--- config.mk ---
export PLATFORM = sky130hd
export DESIGN_NAME = delayed_lif_neuron_flat
export DESIGN_NICKNAME = d
export VERILOG_FILES = /design/src/rtl/delayed_lif_neuron_if.sv /design/src/rtl/delayed_lif_neuron.sv /design/src/flat_wrapper.sv
export SDC_FILE = /design/constraint.sdc
export NUM_CORES = 1
export LEC_CHECK = 0
export ABC_AREA = 1
export CELL_PAD_IN_SITES_DETAIL_PLACEMENT = 1
export CELL_PAD_IN_SITES_GLOBAL_PLACEMENT = 1
export CORE_MARGIN = 2
export CORE_UTILIZATION = 31
export CTS_CLUSTER_DIAMETER = 60
export DETAILED_ROUTE_END_ITERATION = 7
export DONT_BUFFER_PORTS = 1
export PLACE_DENSITY = 0.65
export SLEW_MARGIN = 20
export SYNTH_ARGS = -nofsm -noshare
export SYNTH_HDL_FRONTEND = slang
export SYNTH_SLANG_ARGS = --single-unit
--- constraint.sdc ---
create_clock -name clk -period 20.1 [get_ports clk]
set_input_delay 4.02 -clock clk [delete_from_list [all_inputs] [get_ports clk]]
set_output_delay 4.02 -clock clk [all_outputs]
set_load 0.02 [all_outputs]
--- src/rtl/delayed_lif_neuron_if.sv ---
// Configuration, spike inputs and neuron outputs of the delayed LIF neuron,
// bundled with a driver-side (master) and neuron-side (slave) view.
interface delayed_lif_neuron_if #(
  parameter int M  = 8,
  parameter int W  = 2,
  parameter int P  = 6,
  parameter int DW = 3,
  parameter int RW = 5
);
  logic                 enable;
  logic                 delay_tick;
  logic [M-1:0]         input_spikes;
  logic [M*W-1:0]       weights;
  logic [M*DW-1:0]      delay_values;
  logic [M-1:0]         delay_en;
  logic [P-2:0]         threshold;
  logic [P-2:0]         decay;
  logic [RW-1:0]        refractory_period;
  logic                 reset_mode;
  logic signed [P-1:0]  membrane_potential_out;
  logic                 spike_out;
  logic                 refractory_active;

  modport master (
    output enable, delay_tick, input_spikes, weights, delay_values, delay_en,
           threshold, decay, refractory_period, reset_mode,
    input  membrane_potential_out, spike_out, refractory_active
  );

  modport slave (
    input  enable, delay_tick, input_spikes, weights, delay_values, delay_en,
           threshold, decay, refractory_period, reset_mode,
    output membrane_potential_out, spike_out, refractory_active
  );
endinterface

--- src/rtl/delayed_lif_neuron.sv ---
// Leaky integrate-and-fire neuron with per-synapse programmable spike delay
// lines, saturating membrane potential and a counted refractory window.
//
// state      | meaning
// INTEGRATE  | accumulate weighted delayed spikes, leak, compare to threshold
// REFRACTORY | inputs and leak ignored, potential held, counter runs down
module delayed_lif_neuron #(
  parameter int M  = 8,
  parameter int W  = 2,
  parameter int P  = 6,
  parameter int DW = 3,
  parameter int RW = 5
) (
  input logic              clk,
  input logic              reset,
  delayed_lif_neuron_if.slave nif
);
  localparam int D  = (1 << DW) - 1;
  localparam int SW = P + $clog2(M) + W;
  localparam logic signed [SW-1:0] V_MAX = SW'((2 ** (P - 1)) - 1);
  localparam logic signed [SW-1:0] V_MIN = ~V_MAX;

  typedef enum logic {INTEGRATE, REFRACTORY} state_t;

  state_t                state_q, state_d;
  logic [RW-1:0]         cnt_q, cnt_d;
  logic signed [P-1:0]   v_q, v_d;
  logic                  spike_q, spike_d;
  logic [M-1:0][D-1:0]   hist_q, hist_d;

  logic [M-1:0]          tap;
  logic signed [SW-1:0]  sum, v_pre_full;
  logic signed [P:0]     v_pre, v_leak, dec_s, thr_s;
  logic                  fire;

  always_comb begin
    logic [DW-1:0] dv;
    tap = nif.input_spikes;
    for (int i = 0; i < M; i++) begin
      dv = nif.delay_values[i*DW +: DW];
      if (nif.delay_en[i] && dv != '0) tap[i] = hist_q[i][dv - DW'(1)];
    end
  end

  // Full-width accumulation so no intermediate sum can wrap before saturation.
  always_comb begin
    sum = '0;
    for (int i = 0; i < M; i++) begin
      if (tap[i]) sum = sum + {{(SW-W){nif.weights[i*W+W-1]}}, nif.weights[i*W +: W]};
    end
    v_pre_full = {{(SW-P){v_q[P-1]}}, v_q} + sum;
    if (v_pre_full > V_MAX)      v_pre = V_MAX[P:0];
    else if (v_pre_full < V_MIN) v_pre = V_MIN[P:0];
    else                         v_pre = v_pre_full[P:0];
  end

  always_comb begin
    dec_s = {2'b00, nif.decay};
    thr_s = {2'b00, nif.threshold};
    if (v_pre > dec_s)       v_leak = v_pre - dec_s;
    else if (v_pre < -dec_s) v_leak = v_pre + dec_s;
    else                     v_leak = '0;
    fire = (v_leak >= thr_s);
  end

  always_comb begin
    state_d = state_q;
    cnt_d   = cnt_q;
    v_d     = v_q;
    spike_d = 1'b0;
    hist_d  = hist_q;
    if (nif.enable) begin
      if (nif.delay_tick) begin
        for (int i = 0; i < M; i++) hist_d[i] = {hist_q[i][D-2:0], nif.input_spikes[i]};
      end
      case (state_q)
        INTEGRATE: begin
          if (fire) begin
            spike_d = 1'b1;
            v_d     = nif.reset_mode ? '0 : P'(v_leak - thr_s);
            if (nif.refractory_period != '0) begin
              state_d = REFRACTORY;
              cnt_d   = nif.refractory_period;
            end
          end else begin
            v_d = v_leak[P-1:0];
          end
        end
        REFRACTORY: begin
          cnt_d = cnt_q - RW'(1);
          if (cnt_q <= RW'(1)) state_d = INTEGRATE;
        end
        default: state_d = INTEGRATE;
      endcase
    end
  end

  always_ff @(posedge clk) begin
    if (reset) begin
      state_q <= INTEGRATE;
      cnt_q   <= '0;
      v_q     <= '0;
      spike_q <= 1'b0;
      hist_q  <= '0;
    end else begin
      state_q <= state_d;
      cnt_q   <= cnt_d;
      v_q     <= v_d;
      spike_q <= spike_d;
      hist_q  <= hist_d;
    end
  end

  assign nif.membrane_potential_out = v_q;
  assign nif.spike_out              = spike_q;
  assign nif.refractory_active      = (state_q == REFRACTORY);
endmodule

--- src/flat_wrapper.sv ---
// flat-port wrapper written by rule: the top's interface ports become plain ports
module delayed_lif_neuron_flat 
#(
  parameter int M  = 8,
  parameter int W  = 2,
  parameter int P  = 6,
  parameter int DW = 3,
  parameter int RW = 5
)
  (clk, reset, nif_enable, nif_delay_tick, nif_input_spikes, nif_weights, nif_delay_values, nif_delay_en, nif_threshold, nif_decay, nif_refractory_period, nif_reset_mode, nif_membrane_potential_out, nif_spike_out, nif_refractory_active);
  delayed_lif_neuron_if #(.M(M), .W(W), .P(P), .DW(DW), .RW(RW)) nif_i ();
  input logic clk;
  input logic reset;
  input wire logic [$bits(nif_i.enable)-1:0] nif_enable;
  input wire logic [$bits(nif_i.delay_tick)-1:0] nif_delay_tick;
  input wire logic [$bits(nif_i.input_spikes)-1:0] nif_input_spikes;
  input wire logic [$bits(nif_i.weights)-1:0] nif_weights;
  input wire logic [$bits(nif_i.delay_values)-1:0] nif_delay_values;
  input wire logic [$bits(nif_i.delay_en)-1:0] nif_delay_en;
  input wire logic [$bits(nif_i.threshold)-1:0] nif_threshold;
  input wire logic [$bits(nif_i.decay)-1:0] nif_decay;
  input wire logic [$bits(nif_i.refractory_period)-1:0] nif_refractory_period;
  input wire logic [$bits(nif_i.reset_mode)-1:0] nif_reset_mode;
  output wire logic [$bits(nif_i.membrane_potential_out)-1:0] nif_membrane_potential_out;
  output wire logic [$bits(nif_i.spike_out)-1:0] nif_spike_out;
  output wire logic [$bits(nif_i.refractory_active)-1:0] nif_refractory_active;
  assign nif_i.enable = nif_enable;
  assign nif_i.delay_tick = nif_delay_tick;
  assign nif_i.input_spikes = nif_input_spikes;
  assign nif_i.weights = nif_weights;
  assign nif_i.delay_values = nif_delay_values;
  assign nif_i.delay_en = nif_delay_en;
  assign nif_i.threshold = nif_threshold;
  assign nif_i.decay = nif_decay;
  assign nif_i.refractory_period = nif_refractory_period;
  assign nif_i.reset_mode = nif_reset_mode;
  assign nif_membrane_potential_out = nif_i.membrane_potential_out;
  assign nif_spike_out = nif_i.spike_out;
  assign nif_refractory_active = nif_i.refractory_active;
  delayed_lif_neuron #(.M(M), .W(W), .P(P), .DW(DW), .RW(RW)) u_core (.clk(clk), .reset(reset), .nif(nif_i));
endmodule
==> results by group <==
Run status
  – Status: complete, no violations

Hold path
  – HP Start: u_core.cnt_q[4]
  – Type of the tightest min-delay check: flip-flop to flip-flop
  – Hold Crit Depth: 2
  – Hold EP: u_core.cnt_q[4]

Timing
  – Fin Clk Skew: 6.240 ps
  – Endpoints failing setup: 0
  – Fin. Hold Viols: 0
  – Max_slew headroom: 0.5214
  – Fmax: 0.05524 GHz
  – Final period utilization: 0.9006
  – Min cycle time layout: 18100 ps
  – Max-slew violations: 0
  – Setup tns final: 0 ps
  – RSZ-0062 raised after global routing: no
  – Slew @ Worst Pin: 713.4 ps

Drt
  – Met2 routed WL: 11.54 mm
  – ANT nets after route: 0
  – First drt pass iteration count: 4
  – Final wirelength: 23.78 mm
  – Wire per inst: 14.47 µm
  – Via density: 5.027
  – Vias: 8259
  – DRC violation count after routing: 0
  – DRT iter0 DRCs: 306
  – Post-Route M1 WL: 11.34 mm
  – Metal3 WL: 772 µm
  – Max Used Layer: met4

Worst setup path
  – CP startpoint: nif_delay_values[0]
  – Most common cell on crit path: inv_1
  – CP startpoint kind: primary input
  – Critical path arrival: 18360 ps
  – Critical Path Slowest Stage Cell: fa_1
  – Critical R2R Capture: u_core.cnt_q[0]
  – Data required time of the worst path: 20360 ps
  – CP Buf/Inv Count: 16
  – Reg2reg path depth: 91
  – Critical Path End Type: flip-flop
  – Slack of the worst reg-to-reg path: 5790 ps
  – CP Max Fanout: 9
  – CP delay by family, top: adder cells
  – Launch point of the worst reg-to-reg path: u_core.hist_q[3]
  – Setup Crit Path Kind: primary input to flip-flop
  – CP max stage delay: 470 ps

Layout
  – Commonest non-fill, non-tap cell in the layout: nand2_1
  – Diodes inserted: 0
  – Area Growth Syn to Fin: 8.206%
  – Fraction of layout cells with a size suffix above 1: 0.05991
  – Storage cell area: 1381 µm²
  – Fill count: 3482
  – Nets: 1503
  – Most frequent cells in the layout: nand2_1, nor2_1, inv_1
  – Area of the multi-input gates: 6422 µm²

GRT
  – GRT Util Overall: 0.1714
  – Largest net degree at the start of global routing: 61
  – Number of global-route vias before repair: 8650
  – Grt total ovfl: 0
  – Initial antenna violation count: 0
  – First-pass GRT wire length: 41.18 mm

Synthesis
  – Main flop type after synthesis: dfxtp_1
  – Post-synth cell types: 50
  – Yosys warns: 0
  – #FFs+latches synth: 69
  – Post-synthesis sequential area ratio: 0.1621
  – Syn Std Cell Area: 8523 µm²
  – Synthesized area per cell: 6.501 µm²
  – Net Count, Synth: 1517
  – Area contributors post-synth: ha_1, dfxtp_1, nand2_1
  – Cells after Synth: 1311
  – Ys async rst share: 0
  – Share of the synthesized area in the top cell type: 0.1674
  – Synth area leader: ha_1
  – Number of synthesized flops with an enable pin: 0

Floorplanning
  – Cell row count: 60
  – Core area: 26950 µm²
  – Die Width: 169.8 µm
  – Die H: 169.8 µm
  – DIE AREA: 28840 µm²
  – Io pins: 84
  – Starting Density: 0.3162

CTS
  – Worst-path clk slew: 50 ps
  – Setup Buffers After CTS: 0
  – CTS Root Buffer Type: clkbuf_16
  – CTS tree: yes
  – Hold_buf cts: 0
  – CTS resizes: 0
  – Worst skew pair latency: 330 ps
  – Clk sinks: 69
  – Clock buffer depth: 2
  – Htree depth: 3
  – Cts bufs inserted: 9

Place
  – Final HPWL from detailed placement: 19.74 mm
  – Global placer's final weighted congestion: 0.7999
  – Buffers on Ports: 0

Run
  – Max cap viols: 0
-- worst max-delay path by stage --
stage	to	depth (start not counted)
after floorplan	u_core.cnt_q[3]	94
after global placement	u_core.nif.membrane_potential_out[5]	94
after detailed placement	u_core.nif.membrane_potential_out[5]	94
after CTS	u_core.nif.membrane_potential_out[5]	94
after global routing	u_core.nif.membrane_potential_out[5]	84
final	u_core.cnt_q[0]	94
-- per-layer routing --
| layer | GRT usage | up-vias |
|---|---|---|
| met4 | 0.01932 | 0 |
| met5 | 0 | - |
| met3 | 0.03000 | 11 |
| li1 | - | 4306 |
| met2 | 0.3146 | 71 |
| met1 | 0.2153 | 3871 |
-- synth_stat cells (2+ instances only) --
| cell | n |
|---|---|
| o21bai_1 | 4 |
| nand3_1 | 82 |
| inv_2 | 12 |
| or2_2 | 11 |
| buf_1 | 4 |
| o211ai_1 | 9 |
| inv_1 | 142 |
| nor2_1 | 174 |
| inv_4 | 2 |
| nand3b_1 | 4 |
| clkinv_1 | 2 |
| ha_1 | 114 |
| o31ai_1 | 4 |
| o22ai_1 | 3 |
| nand2_2 | 9 |
| nand3_2 | 6 |
| o21ai_1 | 8 |
| a21oi_1 | 91 |
| nor4_1 | 2 |
| clkbuf_1 | 22 |
| a21boi_0 | 2 |
| xnor2_1 | 20 |
| nor3_1 | 12 |
| nand2_4 | 10 |
| dfxtp_1 | 69 |
| o211ai_2 | 3 |
| a21o_1 | 6 |
| mux2i_1 | 2 |
| a31oi_1 | 15 |
| o21ai_0 | 131 |
| o21a_1 | 5 |
| xor2_1 | 43 |
| nand4_1 | 8 |
| nor3_2 | 2 |
| nand2_1 | 248 |
| fa_1 | 16 |
-- kinds of logic after synthesis --
group	Yosys count	synth area share
buffers and inverters	187	0.08441
adders and majority gates	130	0.2049
AOI/OAI and AO/OA	284	0.1828
muxes	3	0.003670
and+or+nand+nor	575	0.2974
xor gates and xnor gates	63	0.06474
DFF	69	0.1621
-- worst reg2reg max path: cells and delay by family (launching register included) --
family	cells	cell delay, ps
adders and majority gates	12	4050
and+or+nand+nor	35	3940
AOI/OAI and AO/OA	23	3810
buffers and inverters	15	1240
xor gates and xnor gates	5	790
DFF	1	330
muxes	1	110
-- final cells by class --
cell class,instances,share of cell area
timing repair buffer,4,0.003256
multi-input combinational,1055,0.6964
tap,341,0.04626
clock inverter,6,0.01465
inverter,158,0.06485
sequential,69,0.1498
clock buffer,10,0.02483
-- through the flow --
step / util / worst slack, ps / area (µm²) / cells / hold slack, ps
detailed placement: 0.3287 / 1425 / 8859 / 1627 / 465.5
global placement: 0.3287 / 1846 / 8859 / 1627 / 464.1
CTS: 0.3422 / 1745 / 9223 / 1643 / 474.9
finish: 0.3422 / 1998 / 9223 / 1643 / 478.6
floorplan: - / 3553 / 8523 / 1311 / 439.2
global route: 0.3422 / 88.84 / 9223 / 1643 / 495.5
-- flip-flops by register name (all words and copies together), names as in the netlist --
signal / flops
u_core.cnt_q: 5
u_core.hist_q: 56
u_core.nif.membrane_potential_out: 6
u_core.nif.refractory_active: 1
u_core.nif.spike_out: 1
Power is not shown: default switching activity piles up to over one toggle a cycle in this logic, so the estimate is an artifact.
